--- config.mk ---
export PLATFORM = sky130hd
export DESIGN_NAME = cpu_core_param
export DESIGN_NICKNAME = d
export VERILOG_FILES = /design/src/rtl/cpu_pkg.sv /design/src/rtl/cpu_alu_param.sv /design/src/rtl/cpu_core_param.sv
export SDC_FILE = /design/constraint.sdc
export NUM_CORES = 1
export LEC_CHECK = 0
export BUFFER_PORTS_ARGS = -buffer_cell sky130_fd_sc_hd__buf_2
export CAP_MARGIN = 30
export CORE_UTILIZATION = 40
export DETAILED_ROUTE_END_ITERATION = 6
export SETUP_SLACK_MARGIN = 0.05
export SYNTH_ARGS = -nofsm -noshare
export SYNTH_HDL_FRONTEND = slang
export SYNTH_SLANG_ARGS = --single-unit
export TNS_END_PERCENT = 20
--- constraint.sdc ---
create_clock -name clk -period 10.3 [get_ports clk]
set_input_delay 0.515 -clock clk [delete_from_list [all_inputs] [get_ports clk]]
set_output_delay 0.515 -clock clk [all_outputs]
set_load 0.01 [all_outputs]
--- src/rtl/cpu_pkg.sv ---
// Shared definitions for the parametrised CPU core: opcode values, the
// sequencer state encoding and instruction field-slicing helpers.
package cpu_pkg;

    // Opcodes held in the three MSBs of each instruction word
    localparam logic [2:0] OP_ADD  = 3'd0;
    localparam logic [2:0] OP_SUB  = 3'd1;
    localparam logic [2:0] OP_AND  = 3'd2;
    localparam logic [2:0] OP_OR   = 3'd3;
    localparam logic [2:0] OP_XOR  = 3'd4;
    localparam logic [2:0] OP_SHL  = 3'd5;
    localparam logic [2:0] OP_SHR  = 3'd6;
    localparam logic [2:0] OP_HALT = 3'd7;

    // Sequencer states; the encoding is visible on state_out
    typedef enum logic [1:0] {
        ST_LOAD  = 2'd0,
        ST_FETCH = 2'd1,
        ST_EXEC  = 2'd2,
        ST_DONE  = 2'd3
    } state_t;

    // Widest register-index field the helpers handle; callers zero-extend
    // their instruction word to MAX_IW and narrow the result to RW bits.
    localparam int MAX_RW = 8;
    localparam int MAX_IW = 3 + 3 * MAX_RW;

    // Field idx counts from the LSB end: 0 = rs2, 1 = rs1, 2 = rd
    function automatic logic [MAX_RW-1:0] ir_field(input logic [MAX_IW-1:0] ir,
                                                   input int rw, input int idx);
        logic [MAX_IW-1:0] s;
        s = (ir >> (idx * rw)) & ((MAX_IW'(1) << rw) - MAX_IW'(1));
        return s[MAX_RW-1:0];
    endfunction

    function automatic logic [2:0] ir_opcode(input logic [MAX_IW-1:0] ir, input int rw);
        logic [MAX_IW-1:0] s;
        s = ir >> (3 * rw);
        return s[2:0];
    endfunction

    function automatic logic [MAX_RW-1:0] ir_rd(input logic [MAX_IW-1:0] ir, input int rw);
        return ir_field(ir, rw, 2);
    endfunction

    function automatic logic [MAX_RW-1:0] ir_rs1(input logic [MAX_IW-1:0] ir, input int rw);
        return ir_field(ir, rw, 1);
    endfunction

    function automatic logic [MAX_RW-1:0] ir_rs2(input logic [MAX_IW-1:0] ir, input int rw);
        return ir_field(ir, rw, 0);
    endfunction

endpackage

--- src/rtl/cpu_alu_param.sv ---
// Combinational ALU for the CPU core. All results wrap modulo 2^DATA_W;
// carry reports ADD carry-out, SUB borrow, or the bit shifted out.
module cpu_alu_param
    import cpu_pkg::*;
#(
    parameter int DATA_W = 8
) (
    input  logic [2:0]        opcode,
    input  logic [DATA_W-1:0] a,
    input  logic [DATA_W-1:0] b,
    output logic [DATA_W-1:0] result,
    output logic              carry
);

    logic [DATA_W:0] sum;
    logic [DATA_W:0] diff;

    // The extra MSB of diff is set exactly when a < b (borrow)
    assign sum  = {1'b0, a} + {1'b0, b};
    assign diff = {1'b0, a} - {1'b0, b};

    // Select the operation; HALT and anything unlisted produce zero
    always_comb begin
        result = '0;
        carry  = 1'b0;
        case (opcode)
            OP_ADD: begin
                result = sum[DATA_W-1:0];
                carry  = sum[DATA_W];
            end
            OP_SUB: begin
                result = diff[DATA_W-1:0];
                carry  = diff[DATA_W];
            end
            OP_AND: result = a & b;
            OP_OR:  result = a | b;
            OP_XOR: result = a ^ b;
            OP_SHL: begin
                result = {a[DATA_W-2:0], 1'b0};
                carry  = a[DATA_W-1];
            end
            OP_SHR: begin
                result = {1'b0, a[DATA_W-1:1]};
                carry  = a[0];
            end
            default: begin
                result = '0;
                carry  = 1'b0;
            end
        endcase
    end

endmodule

--- src/rtl/cpu_core_param.sv ---
// Parametrised multi-cycle CPU core: host-loadable register file and
// instruction memory, driven by a LOAD/FETCH/EXEC/DONE sequencer.
// Each instruction spends one cycle in FETCH and one in EXEC.
// Optional macro CPU_FLAGS_EN adds zero_flag / carry_flag outputs.
module cpu_core_param
    import cpu_pkg::*;
#(
    parameter  int DATA_W     = 8,
    parameter  int NREGS      = 4,
    parameter  int IMEM_DEPTH = 16,
    localparam int RW         = $clog2(NREGS),
    localparam int AW         = $clog2(IMEM_DEPTH),
    localparam int IW         = 3 + 3 * RW
) (
    input  logic              clk,
    input  logic              rst,
    input  logic              start,
    input  logic              clr,
    input  logic              imem_wr_en,
    input  logic [AW-1:0]     imem_addr,
    input  logic [IW-1:0]     imem_wdata,
    input  logic              reg_wr_en,
    input  logic [RW-1:0]     reg_addr,
    input  logic [DATA_W-1:0] reg_wdata,
    input  logic [RW-1:0]     rd_addr,
    output logic [DATA_W-1:0] rd_data,
    output logic              busy,
    output logic              done,
    output logic [AW-1:0]     pc_out,
`ifdef CPU_FLAGS_EN
    output logic              zero_flag,
    output logic              carry_flag,
`endif
    output logic [1:0]        state_out
);

    state_t            state;
    logic [AW-1:0]     pc;
    logic [IW-1:0]     ir;
    logic [DATA_W-1:0] regs [NREGS];
    logic [IW-1:0]     imem [IMEM_DEPTH];

    logic [2:0]        opcode;
    logic [RW-1:0]     rd;
    logic [RW-1:0]     rs1;
    logic [RW-1:0]     rs2;
    logic [DATA_W-1:0] alu_result;
`ifdef CPU_FLAGS_EN
    logic              alu_carry;
`endif

    // Decode the latched instruction; operands are read in EXEC so an
    // instruction whose rd matches a source sees the pre-write value.
    assign opcode = ir_opcode(MAX_IW'(ir), RW);
    assign rd     = RW'(ir_rd(MAX_IW'(ir), RW));
    assign rs1    = RW'(ir_rs1(MAX_IW'(ir), RW));
    assign rs2    = RW'(ir_rs2(MAX_IW'(ir), RW));

    cpu_alu_param #(
        .DATA_W (DATA_W)
    ) u_alu (
        .opcode (opcode),
        .a      (regs[rs1]),
        .b      (regs[rs2]),
        .result (alu_result),
`ifdef CPU_FLAGS_EN
        .carry  (alu_carry)
`else
        .carry  ()
`endif
    );

    assign rd_data   = regs[rd_addr];
    assign busy      = (state == ST_FETCH) || (state == ST_EXEC);
    assign done      = (state == ST_DONE);
    assign pc_out    = pc;
    assign state_out = state;

    // Sequencer, host writes, instruction latch and register writeback
    always_ff @(posedge clk or posedge rst) begin
        if (rst) begin
            state <= ST_LOAD;
            pc    <= '0;
            ir    <= '0;
            for (int i = 0; i < NREGS; i++) regs[i] <= '0;
            for (int i = 0; i < IMEM_DEPTH; i++) imem[i] <= '0;
`ifdef CPU_FLAGS_EN
            zero_flag  <= 1'b0;
            carry_flag <= 1'b0;
`endif
        end else begin
            case (state)
                ST_LOAD: begin
                    // Host writes land even in the cycle that starts the run
                    if (imem_wr_en) imem[imem_addr] <= imem_wdata;
                    if (reg_wr_en)  regs[reg_addr]  <= reg_wdata;
                    if (start) begin
                        state <= ST_FETCH;
                        pc    <= '0;
`ifdef CPU_FLAGS_EN
                        zero_flag  <= 1'b0;
                        carry_flag <= 1'b0;
`endif
                    end
                end
                ST_FETCH: begin
                    ir    <= imem[pc];
                    state <= ST_EXEC;
                end
                ST_EXEC: begin
                    if (opcode == OP_HALT) begin
                        state <= ST_DONE;
                    end else begin
                        regs[rd] <= alu_result;
`ifdef CPU_FLAGS_EN
                        zero_flag  <= (alu_result == '0);
                        carry_flag <= alu_carry;
`endif
                        // Falling off the end of memory finishes the run
                        if (pc == {AW{1'b1}}) begin
                            state <= ST_DONE;
                        end else begin
                            pc    <= pc + AW'(1);
                            state <= ST_FETCH;
                        end
                    end
                end
                ST_DONE: begin
                    // start has priority over clr
                    if (start) begin
                        state <= ST_FETCH;
                        pc    <= '0;
`ifdef CPU_FLAGS_EN
                        zero_flag  <= 1'b0;
                        carry_flag <= 1'b0;
`endif
                    end else if (clr) begin
                        state <= ST_LOAD;
                    end
                end
                default: state <= ST_LOAD;
            endcase
        end
    end

endmodule
; ---- After elaboration in Yosys (flattened, before gate mapping)
; Index checks and enable logic that the tools add are counted.
[word_totals]
elab_cells = 111
in_bits = 31
regBits = 191
[op_classes]
n_mux = 35
n_reduce_logical = 13
add_sub_neg = 3
bitwise_logic = 10
order_cmp = 10
eq_ne = 17
[op_table]
columns = op, n
row1 = $bwmux 144, 1
row2 = $bwmux 32, 2
row3 = $mux 32, 2
row4 = $mux 8, 8
row5 = $pmux 32 s2, 1
row6 = $pmux 8 s7, 1
row7 = $bmux 8 s2, 3
row8 = $bmux 9 s4, 1
row9 = $demux 9 s4, 1
row10 = $demux 8 s2, 2
row11 = $mux 9, 3
row12 = $ge 3x3->1 const B, 5
row13 = $not 2->3, 5
row14 = $eq 3x3->1 const B, 4
row15 = $mux 4, 3
row16 = $ge 5x5->1 const B, 2
row17 = $mux 2, 5
row18 = $not 4->5, 2
row19 = $add 8x8->8, 1
row20 = $and 8x8->8, 1
row21 = $ne 2x2->1 const B, 4
row22 = $or 8x8->8, 1
row23 = $pmux 2 s4, 1
row24 = $pmux 4 s2, 1
row25 = other kinds (21), 28

; ---- Logic depth before layout (Yosys ltp)
; Gate-level depths: netlist of the first run.
[logic_depth]
ltp_word = 9
ltp_mapped = 14
mapped_depth_nobuf = 13

; ---- Cells and area by module
; A second synthesis of the first run with hierarchy kept.
[unflattened]
hier_cells = 898
hier_area_um2 = 10973.0
[modules_own_cells]
columns = module, area_each_um2, instances, cells_per_inst, seq_area_each_um2
row1 = cpu_core_param, 9618.0, 1, 705, 4779.6
row2 = cpu_alu_param, 1355.0, 1, 193, 0.0

; ---- Worst setup path after synthesis of the first run
; OpenSTA, ideal clock, no wires.
[synth_path]
kind = register to register
startpoint = reg ir[0]
endpoint = reg regs[28] (netlist name)
path_stages_with_launch = 14
t_arrival_ps = 3148
path_slack_ps = 7069
setup_ps = 83
path_cell_list = dfrtp_1 -> buf_6 -> mux4_2 -> inv_1 -> ha_1 -> mux2_2 -> fa_1 -> nor2b_1 -> o21ai_0 -> nor3b_1 -> o31a_1 -> o21ai_0 -> a22oi_1 -> o21ai_0
[synth_via]
elab_chain_len = 9
word_cells_on_any_way = 13
classes_between = add/sub (2) / mux (7) / bitwise (4)
[synth_lines]
columns = item, line_no
row1 = start: declaration, cpu_core_param.sv:39  ; logic [IW-1:0] ir;
row2 = start signal: assignment, cpu_core_param.sv:107  ; ir <= imem[pc];
row3 = $not 2->3 (implied by the code) *, cpu_core_param.sv:64  ; .b (regs[rs2]),
row4 = $bmux 8 s2 *, cpu_core_param.sv:64
row5 = $mux 8 (implied by the code) * (2 in series), cpu_core_param.sv:64
row6 = $sub 8x8->8 (tied with other cells), cpu_alu_param.sv:20  ; assign diff = {1'b0, a} - {1'b0, b};
row7 = $pmux 8 s7 *, cpu_alu_param.sv:26  ; case (opcode)
row8 = $bwmux 32 *, cpu_core_param.sv:114  ; regs[rd] <= alu_result;
row9 = $mux 32 *, cpu_core_param.sv:111  ; if (opcode == OP_HALT) begin
row10 = $pmux 32 s2 *, cpu_core_param.sv:92  ; case (state)
row11 = end signal: indexed assignment, cpu_core_param.sv:96  ; if (reg_wr_en) regs[reg_addr] <= reg_wdata;
row12 = end signal: indexed assignment, cpu_core_param.sv:114
row13 = end: declaration, cpu_core_param.sv:40  ; logic [DATA_W-1:0] regs [NREGS];
; Mark *: on every way between the ends. The rest lies on a longest branch, timed or not. The select of a mux whose other input is x is not followed.
; A chain may end at the register's enable or synchronous reset.

; ---- Worst setup path after layout of the first run
[layout_path]
startpoint = reg ir[6]
endpoint = reg regs[6] (netlist name)
[layout_via]
elab_chain_len = 5
word_cells_on_any_way = 14
classes_between = eq/ne (8) / mux (4) / reduce/logical (2)
[layout_lines]
columns = item, line_no
row1 = $eq 3x3->1 (tied with other cells), cpu_alu_param.sv:26
row2 = $pmux 8 s7, cpu_alu_param.sv:26
row3 = $bwmux 32, cpu_core_param.sv:114
row4 = $mux 32, cpu_core_param.sv:111
row5 = $pmux 32 s2, cpu_core_param.sv:92
; Several ways; a longest one is shown, not always the timed one. The select of a mux whose other input is x is not followed.

==> results.md, run 1 <==
- Status: completed
- Global-route wire length before repair: 38,400 µm
- Root buffer cell: clkbuf_16
- Hold WC Path Type: primary input to async pin
- Final max-slew violation count: 0
- FP Rows: 58
- # fillers: 2,293
- Startpoint class of the critical path: flip-flop
- Pleak: 5.19 nW
- #FFs+latches synth: 191
- Endpoint class of the critical path: flip-flop
- Final min period: 3890 ps
- Router iterations before antenna repair: 5
- Area delta synth->final: 10.9%
- Wire per inst: 20.5 µm
- Synth unique cells: 62
- Worst Skew: 9.80 ps
- Tcrit/Tclk final: 37.8%
- Max-cap violations: 0
- DR vias: 6,767
- Gate Count Post-Synth: 792
- Initial Util: 41.1%
- Setup violators final: 0
- GRT overflow: 0
- CTS tree: built
- Vias/cell: 5.82
- Share of cells above drive strength 1: 38.3%
- Async SR Flop Fraction: 100%
- CTS clk-pin slew, worst paths: 80 ps
- Mapped Area: 10,400 µm²
- Port Buffers: 46
- Routed WL: 23,800 µm
- Gr usage total: 19.0%
- Clk Latency, worst-skew pair: 440 ps
- Crit path kind: flip-flop to flip-flop
- Hold Buf Count CTS: 0
- DRT antenna net count: 0
- Syn Nets: 853
- HPWL after DPL: 16,900 µm
- Number of global-route vias before repair: 6,770
- Sum Neg Setup Slack: 0 ps
- Fmax: 0.257 GHz
- Clock buffer depth: 2
- Layout Cells excl Fill: 1,162
- Worst Max-Slew Pin Slew: 992 ps
- Main area contributors after synthesis: dfrtp_1 (46%), mux2_2 (17%), mux4_2 (14%)
- Final nets: 880
- VDD IR max: 0.000227 V
- Ys Warns: 0
- Core area: 25,300 µm²
- Seq/Total Area, Yosys: 45.9%
- RSZ-0062 raised after global routing: no
- Placed insts: 1,130
- Number of setup buffers added after CTS: 0
- Ys flop type: dfrtp_1
- Power per cell area: 308 nW/µm²
- Final hold violations: 0
- GPL Wtd Cong: 0.922
- Antenna violations before repair: 0
- Post_cts resized: 0
- Clock buffer count from CTS: 17
- Top cell type by total area after synthesis: dfrtp_1
- DR DRC count: 0
- Die Wd: 163 µm
- Yosys top cell area share: 45.9%
- Placement Setup Slack: 6520 ps
- Die area: 26,700 µm²
- Die height: 163 µm
- Critical path arrival: 4190 ps
- Antenna cell count: 0
- Worst setup margin: 6410 ps
- Tot Pwr: 3.56 mW
- Crit-path max FO: 17
- Req. time, crit path: 10,600 ps
- H-tree levels: 4
- EDFF count, synth: 0
- Worst rel slew slack: 33.6%
- Clock sinks: 191
- Detailed Route Iter0 Violations: 541
- Mapped Avg Cell Area: 13.1 µm²
- Largest net degree at the start of global routing: 130
- IO Pins: 47
registers in the layout, summed over array words and instances, names as in the netlist:
signal,cells
pc_out,4
regs,32
ir,9
imem,144
state_out,2
kinds of logic after synthesis:
group           count (synthesis)  synth area share, %
xor+xnor                       10                0.841
fa+ha+maj                      30                 3.68
mux                           225                 32.0
simple gates                  131                 6.21
compound gates                131                 8.39
flops                         191                 45.9
buf+inv                        74                 3.02
layer usage:
| layer | global-route usage (%) | wire (µm) |
|---|---|---|
| met1 | 26.7 | 11000 |
| met2 | 30.0 | 11300 |
| met3 | 3.10 | 1160 |
| met4 | 5.99 | 344 |
| met5 | 0 | 0 |
cells in the final DEF, fill, tap and decap left out, types with 17 or more instances in the layout:
| master | count |
|---|---|
| dfrtp_1 | 189 |
| mux2_2 | 154 |
| mux4_2 | 64 |
| buf_2 | 46 |
| nand2_1 | 42 |
| o21ai_0 | 39 |
| nor2_1 | 32 |
| ha_1 | 29 |
| inv_1 | 26 |
| a22oi_1 | 26 |
| a21oi_1 | 18 |
| clkbuf_16 | 17 |
layout make-up:
cell class / instances / area (µm²) / area share, %
tap: 330 / 413 / 3.57
sequential: 191 / 4780 / 41.4
clock buffer: 17 / 425 / 3.68
multi-input combinational: 527 / 5320 / 46.0
clock inverter: 15 / 194 / 1.68
timing repair buffer: 55 / 310 / 2.69
inverter: 27 / 109 / 0.942
cells in the mapped netlist, types with 4 or more instances:
cell type / n
mux4_1: 5
xnor2_1: 7
nor2_1: 32
dfrtp_1: 191
ha_1: 29
mux2_2: 154
a21oi_1: 18
inv_1: 27
nand2b_1: 9
buf_1: 8
nand2_1: 42
o31ai_1: 4
o21ai_0: 39
clkbuf_1: 31
mux4_2: 64
a22oi_1: 26
nand3_1: 10
a31oi_1: 8
nor2b_1: 15
metrics by stage:
| step | utilization [%] | hold WS [ps] | area (µm²) |
|---|---|---|---|
| floorplan | - | 474 | 10400 |
| global placement | 43.1 | 484 | 10900 |
| detailed placement | 43.2 | 487 | 10900 |
| CTS | 45.6 | 315 | 11600 |
| global route | 45.6 | 344 | 11600 |
| finish | 45.6 | 258 | 11600 |
power by group:
part           switching (mW)  leakage (nW)  internal, mW
Combinational           0.980          2.31         0.799
Clock                   0.319         0.306         0.371
Sequential              0.174          2.58         0.919
Total                    1.47          5.19          2.09
path summary, 6_finish.rpt:
| check | cells after the start | slack [ps] | from | end |
|---|---|---|---|---|
| worst min register to register | 1 | 500 | imem[117] | imem[117] |
| worst min-delay path | 2 | 260 | rst | state_out[0] |
| worst max register to register | 11 | 6410 | ir[6] | regs[6] |
| max in group asynchronous | 3 | 8670 | rst | imem[19] |
| worst max-delay path | 11 | 6410 | ir[6] | regs[6] |
| min in group clk | 3 | 370 | reg_wdata[6] | regs[30] |
worst max-delay path, stage by stage, from the launching register on:
cell      delay (ps)
dfrtp_1          740
inv_1            240
nor3_1           610
mux2_2           430
fa_1             430
nor2b_1          130
o21ai_0          100
a21boi_0         270
o21a_1           160
o21ai_0           70
a31oi_1          410
o31ai_1          160
(Power assumes the default switching activity.)
==> run 2: changes to the inputs <==
--- a/config.mk
+++ b/config.mk
@@ -5,6 +5,7 @@
 export SDC_FILE = /design/constraint.sdc
 export NUM_CORES = 1
 export LEC_CHECK = 0
+export ABC_AREA = 1
 export BUFFER_PORTS_ARGS = -buffer_cell sky130_fd_sc_hd__buf_2
 export CAP_MARGIN = 30
 export CORE_UTILIZATION = 40
==> constraint.sdc (replaced) <==
create_clock -name clk -period 4 [get_ports clk]
set_input_delay 0.2 -clock clk [delete_from_list [all_inputs] [get_ports clk]]
set_output_delay 0.2 -clock clk [all_outputs]
set_load 0.01 [all_outputs]
==> run 2 against run 1 <==
Effect of this change:
- the run now ends with DRC left
- via count up 40%
- first-iteration DRC count up 65%
- highest routed layer unchanged
- synthesized cell count up 72%
- combinational power rose to 2.9 times the previous value
- critical path type unchanged
- area after synthesis up 0.67%
- cell count up 47%
- die area up 0.67%
- clock skew up 8.5 ps
- sequential cell count unchanged
- fmax up 13%
==> results.md, run 2 <==
- Tcrit/Tclk final: 86.0% (+48 points)
- Final max-slew violation count: 0 (unchanged)
- Mapped Area: 10,500 µm² (+0.67%)
- Synth unique cells: 50 (-19%)
- XOR/XNOR Fraction of Synth Area: 0.418% (-0.42 points)
- Mapped Avg Cell Area: 7.71 µm² (-41%)
- Antenna cell count: 0 (unchanged)
- EDFF count, synth: 0 (unchanged)
- Worst r2r src: ir[0]
- Req. time, crit path: 4350 ps (-6250 ps)
- Metal2 WL: 13,900 µm (+23%)
- RSZ-0062 raised after global routing: no
- Clock buffer depth: 2 (unchanged)
- Crit path from: ir[0]
- GPL Wtd Cong: 0.903 (-2.1%)
- Top cell type by total area after synthesis: dfrtp_1
- Detailed Route Iter0 Violations: 891 (+65%)
- HPWL after DPL: 20,100 µm (+19%)
- Worst setup margin: 558 ps (-5850 ps)
- Commonest non-fill, non-tap cell in the layout: nand2_1
- Async SR Flop Fraction: 100% (unchanged)
- FP Rows: 58 (unchanged)
- Core area: 25,500 µm² (+0.57%)
- Share of cells above drive strength 1: 10.6% (-28 points)
- Die height: 164 µm (+0.33%)
- Power per cell area: 901 nW/µm² (+190%)
- Placement Setup Slack: 621 ps (-5900 ps)
- Gr usage total: 23.4% (+4.4 points)
- Port Buffers: 46 (unchanged)
- Seq/Total Area, Yosys: 45.6% (-0.31 points)
- Final hold violations: 0 (unchanged)
- Largest register FFs: 144 (unchanged)
- Top Registers: imem: 144 flops, regs: 32 flops, ir: 9 flops
- H-tree levels: 4 (unchanged)
- Tot Pwr: 10.4 mW (+190%)
- Number of global-route vias before repair: 8,833 (+30%)
- Crit-path slowest cell: dfrtp_1
- Hold WC Path Type: primary input to flip-flop
- Routed met3 length: 1730 µm (+49%)
- Gate Count Post-Synth: 1,360 (+72%)
- Clk Latency, worst-skew pair: 450 ps (about the same)
- Die Wd: 164 µm (+0.33%)
- Largest stage delay on the critical path: 700 ps (-40 ps)
- Final nets: 1,425 (+62%)
- Post-synthesis mux area share: 0% (-32 points)
- Crit-path leading delay family: compound AO/OA/AOI/OAI gates
- GRT overflow: 0 (unchanged)
- Global-route wire length before repair: 48,100 µm (+25%)
- Antenna violations before repair: 0 (unchanged)
- WHS: 85.1 ps (-173 ps)
- WL met1: 13,800 µm (+25%)
- Root buffer cell: clkbuf_16
- Reg power frac: 33.3% (+2.6 points)
- Clock sinks: 191 (unchanged)
- Worst rel slew slack: 44.3% (+11 points)
- Ys Warns: 0 (unchanged)
- NetSw: 4.91 mW (+230%)
- FF-to-FF path depth: 19 (+8)
- Switch share: 47.2% (+5.9 points)
- IO Pins: 47 (unchanged)
- CP bufs+invs: 3 (+2)
- Failing checks: DRC
- Core Util, Final: 45.3% (-0.34 points)
- VDD IR max: 0.000543 V (+140%)
- Post-Synth Simple-Gate Area: 21.2% (+15 points)
- Sum Neg Setup Slack: 0 ps (unchanged)
- Die area: 26,900 µm² (+0.67%)
- Worst Max-Slew Pin Slew: 830 ps (-162 ps)
- Synth Area in Adders: 3.65% (-0.025 points)
- WP depth: 19 (+8)
- DR DRC count: 2 (+2)
- Post_cts resized: 0 (unchanged)
- Top-count cell post-synth: nand2_1
- Worst Skew: 18.3 ps (+8.47 ps)
- #FFs+latches synth: 191 (unchanged)
- Cell seen most often among critical-path stages: nand2_1
- Router iterations before antenna repair: 7 (+2)
- Largest Register: imem
- Wire per inst: 17.8 µm (-13%)
- Pleak: 5.39 nW (+3.8%)
- Most frequent cells in the layout: nand2_1 (307), o21ai_0 (243), dfrtp_1 (190), nor2_1 (154), inv_1 (70)
- Critical path endpoint: regs[30]
- CTS clk-pin slew, worst paths: 70 ps (about the same)
- Status: finished with violations
- Clk pwr share: 16.9% (-2.5 points)
- Area delta synth->final: 10.0%
- Worst R2R Setup Slack: 560 ps (-5850 ps)
- Synth Area in Compound Gates: 22.6% (+14 points)
- Largest family of logic cells by synthesized area: compound AO/OA/AOI/OAI gates
- Endpoint class of the critical path: flip-flop
- Routed WL: 30,500 µm (+28%)
- Yosys top cell area share: 45.6% (-0.31 points)
- Fmax: 0.291 GHz (+13%)
- Main area contributors after synthesis: dfrtp_1 (46%), o21ai_0 (12%), nand2_1 (11%)
- Vias/cell: 5.54 (-4.8%)
- Crit-path max FO: 17 (unchanged)
- Final min period: 3440 ps (-448 ps)
- DR vias: 9,465 (+40%)
- Startpoint class of the critical path: flip-flop
- Clock buffer count from CTS: 17 (unchanged)
- DRT antenna net count: 0 (unchanged)
- Initial Util: 41.1% (about the same)
- Largest net degree at the start of global routing: 123 (-5.4%)
- Max-cap violations: 0 (unchanged)
- Crit path kind: flip-flop to flip-flop
- Int Power: 5.48 mW (+160%)
- Ys flop type: dfrtp_1
- Commonest cells in the netlist: nand2_1 (307), o21ai_0 (243), dfrtp_1 (191)
- Critical path arrival: 3790 ps (-400 ps)
- CP cell instances: inv_6, nand2_1, nand3_1, nand2_1, ha_1, o21ai_0, inv_1, fa_1, inv_1, nand3_1, nand2_1, nand2_1, nand2_1, a21oi_1, nand2_1, nand2_1, o21ai_1, nand2_1, a22oi_1
- Syn Nets: 1,421 (+67%)
- CTS tree: built
- Worst flop-to-flop path endpoint: regs[30]
- Setup violators final: 0 (unchanged)
- Logic pwr share: 49.8% (about the same)
- Top sig layer: met4
[run 2: cells by family after synthesis]
family / Yosys count
XOR/XNOR: 5
flip-flops: 191
adder cells (fa/ha/maj): 30
AO/OA/AOI/OAI: 432
buffers and inverters: 165
AND/OR/NAND/NOR: 537
[run 2: power by group through the flow]
stage | sequential, mW | combinational (mW) | clock [mW]
2_1_floorplan | 3.23 | 3.95 | 0
3_5_place_dp | 3.47 | 5.13 | 0
3_3_place_gp | 3.46 | 5.07 | 0
6_report | 3.46 | 5.18 | 1.75
5_1_grt | 3.57 | 5.84 | 1.86
4_1_cts | 3.45 | 5.16 | 1.79
[run 2: worst min-delay path by stage]
stage | from | end | cells past startpoint
floorplan | reg_wdata[4] | regs[28] | 2
global placement | rst | regs[7] | 2
detailed placement | rst | regs[7] | 2
CTS | reg_wdata[5] | regs[29] | 3
global route | reg_wdata[4] | regs[28] | 3
finish | reg_wdata[4] | regs[28] | 3
[run 2: area by class of cell]
type / count / area [µm²]
fillers: 2569 / 13900
multi-input cells: 1004 / 5020
flip-flops and latches: 191 / 4780
clock buffers: 18 / 439
well taps: 330 / 413
inverters: 95 / 370
repair buffers: 55 / 325
clock inverters: 14 / 183
[run 2: through the flow]
step	area [µm²]	cells
2_1_floorplan	10500	1360
3_3_place_gp	10900	1674
3_5_place_dp	10900	1674
4_1_cts	11500	1707
5_1_grt	11500	1707
6_report	11500	1707
[run 2: tightest hold or removal path: stages]
cell and delay (ps):
buf_2 90, a22oi_1 70, o21ai_1 120
[run 2: what timing repair did]
action	CTS	global route
buffers inserted	0	0
endpoints found under the hold margin	24	0
hold buffers	1	0
[run 2: routing by layer]
metal  vias to the layer above  GRT usage (%)
met5                         -              0
met4                         0           9.18
met3                        62           3.66
met2                       327           38.2
met1                      4489           31.1
li1                       4587              -
==> run 3: changes to the inputs <==
--- a/config.mk
+++ b/config.mk
@@ -5,7 +5,7 @@
 export SDC_FILE = /design/constraint.sdc
 export NUM_CORES = 1
 export LEC_CHECK = 0
-export ABC_AREA = 1
+export ABC_AREA = 0
 export BUFFER_PORTS_ARGS = -buffer_cell sky130_fd_sc_hd__buf_2
 export CAP_MARGIN = 30
 export CORE_UTILIZATION = 40
==> run 3 against run 2 <==
Effect of this change:
- the flow finishes with violations (hold timing)
- count of clock-buffer cells in the layout is the same
- critical path depth shrank 6
- clock skew shrank 8.0 ps
- register-to-register slack lost 80 ps
==> results.md, run 3 (synthesis gave the netlist of run 1 again) <==
- Failing checks: hold timing
- Crit-path slowest cell: mux4_2
- GRT overflow: 0 (unchanged)
- Final min period: 3520 ps (+77.0 ps)
- Max-cap violations: 0 (unchanged)
- Top Registers: imem: 144 flops, regs: 32 flops, ir: 9 flops
- Die Wd: 163 µm (-0.33%)
- Number of global-route vias before repair: 6,855 (-22%)
- Gr usage total: 19.2% (-4.2 points)
- Top sig layer: met4
- Startpoint class of the critical path: flip-flop
- Share of cells above drive strength 1: 38.7% (+28 points)
- Worst rel slew slack: 23.4% (-21 points)
- Antenna cell count: 0 (unchanged)
- Routed WL: 24,000 µm (-21%)
- Status: finished with violations
- Initial Util: 41.1% (about the same)
- Cell seen most often among critical-path stages: o21ai_0
- Final nets: 887 (-38%)
- Hold WC Path Type: primary input to async pin
- FP Rows: 58 (unchanged)
- Number of setup buffers added after CTS: 0 (unchanged)
- Sum Neg Setup Slack: 0 ps (unchanged)
- Core area: 25,300 µm² (-0.57%)
- Final max-slew violation count: 0 (unchanged)
- Critical path arrival: 3860 ps (+70 ps)
- Crit-path leading delay family: compound AO/OA/AOI/OAI gates
- Routed met3 length: 918 µm (-47%)
- Port Buffers: 46 (unchanged)
- DR vias: 6,755 (-29%)
- Largest Register: imem
- CTS clk-pin slew, worst paths: 80 ps (about the same)
- HPWL after DPL: 16,700 µm (-17%)
- RSZ-0062 raised after global routing: no
- Largest net degree at the start of global routing: 192 (+56%)
- CP cell instances: mux4_2, inv_1, ha_1, mux2_2, inv_1, ha_1, nor2b_1, o21ai_0, nor4bb_1, nor3_1, o21ai_0, a22oi_1, o21ai_0
- Metal2 WL: 11,600 µm (-16%)
- Wire per inst: 20.5 µm (+15%)
- Global-route wire length before repair: 39,200 µm (-19%)
- WL met1: 11,000 µm (-20%)
- Final instance area: 11,600 µm² (+0.43%)
- Power per cell area: 788 nW/µm² (-13%)
- Most frequent cells in the layout: dfrtp_1 (189), mux2_2 (154), mux4_2 (64), buf_2 (46), nand2_1 (42)
- Largest register FFs: 144 (unchanged)
- Crit-path max FO: 4 (-13)
- Clock buffer count from CTS: 17 (unchanged)
- Clock buffer depth: 2 (unchanged)
- Largest stage delay on the critical path: 590 ps (-110 ps)
- CP bufs+invs: 2 (-1)
- Vias/cell: 5.78 (+4.2%)
- WHS: -51.0 ps (-136 ps)
- Worst Max-Slew Pin Slew: 1150 ps (+319 ps)
- Core Util, Final: 45.7% (+0.46 points)
- Clock sinks: 191 (unchanged)
- Die height: 163 µm (-0.33%)
- IO Pins: 47 (unchanged)
- Root buffer cell: clkbuf_16
- Clk Latency, worst-skew pair: 430 ps (-20 ps)
- Setup violators final: 0 (unchanged)
- Worst Skew: 10.2 ps (-8.03 ps)
- Area delta synth->final: 11.2%
- Die area: 26,700 µm² (-0.66%)
- VDD IR max: 0.000561 V (+3.3%)
- Crit path kind: flip-flop to flip-flop
- Detailed Route Iter0 Violations: 426 (-52%)
- Placed cell area: 11,000 µm² (+0.99%)
- Final hold violations: 6 (+6)
- Fmax: 0.284 GHz (-2.2%)
- Hold Buf Count CTS: 0 (-1)
- GPL Wtd Cong: 0.825 (-8.6%)
- Pleak: 5.20 nW (-3.5%)
- Router iterations before antenna repair: 5 (-2)
- DR DRC count: 0 (-2)
- Tcrit/Tclk final: 88.0% (+1.9 points)
- Post_cts resized: 0 (unchanged)
- H-tree levels: 4 (unchanged)
- Antenna violations before repair: 0 (unchanged)
- Endpoint class of the critical path: flip-flop
- DRT antenna net count: 0 (unchanged)
- Req. time, crit path: 4340 ps (about the same)
- CTS tree: built
- Commonest non-fill, non-tap cell in the layout: dfrtp_1
==> run 3: cell types whose count changed in the layout (fill, tap and decap cells not counted), sizes merged, moves of 7 or more <==
| cell | delta |
|---|---|
| mux2 | +154 |
| nor2 | -122 |
| a21oi | -37 |
| buf | +8 |
| inv | -63 |
| clkinv | -7 |
| nand3 | -32 |
| a22oi | +12 |
| o22ai | -48 |
| mux4 | +69 |
| nand2 | -280 |
| nand2b | +9 |
| o21ai | -241 |
| nor2b | +15 |
==> run 3: cell type report <==
cell class                      instances  area (µm²)
Fill cell                            2268       13700
Multi-Input combinational cell        527        5320
Sequential cell                       191        4780
Clock buffer                           18         429
Tap cell                              330         413
Timing Repair Buffer                   62         388
Clock inverter                         14         145
Inverter                               27         105
==> run 3: stage by stage <==
step | total power [mW] | std cells | hold WS, ps | worst slack [ps]
2_1_floorplan | 6.25 | 792 | 352 | 769
3_3_place_gp | 7.40 | 1136 | 483 | 563
3_5_place_dp | 7.48 | 1137 | 490 | 515
4_1_cts | 9.15 | 1169 | 49.6 | 490
5_1_grt | 9.76 | 1169 | 65.0 | 194
6_report | 9.13 | 1169 | -51.0 | 481
==> run 3: worst paths after layout <==
path / startpoint / end / slack (ps) / cells past startpoint
min in group clk: reg_wdata[5] / regs[29] / 60 / 3
setup reg to reg: ir[0] / regs[19] / 480 / 13
hold reg to reg: imem[111] / imem[111] / 500 / 1
setup / recovery: ir[0] / regs[19] / 480 / 13
max in group asynchronous: rst / imem[136] / 3130 / 3
hold / removal: rst / state_out[0] / -50 / 3
==> run 3: worst register-to-register path: stages, from the launching register on <==
cell and delay (ps):
dfrtp_1 420, mux4_2 590, inv_1 110, ha_1 230
mux2_2 280, inv_1 70, ha_1 210, nor2b_1 130
o21ai_0 240, nor4bb_1 280, nor3_1 70, o21ai_0 440
a22oi_1 170, o21ai_0 180
==> run 3: metal layers <==
layer | track usage, % | up-vias
met3 | 2.31 | 29
met2 | 31.1 | 156
met5 | 0 | -
li1 | - | 3045
met1 | 26.9 | 3525
met4 | 5.82 | 0
==> run 3: report_power, final <==
group          switching, mW  total (mW)  internal, mW  leakage (nW)
Clock                  0.828        1.66         0.835         0.276
Sequential             0.407        2.78          2.37          2.58
Combinational           2.60        4.69          2.09          2.35
Total                   3.84        9.13          5.29          5.20
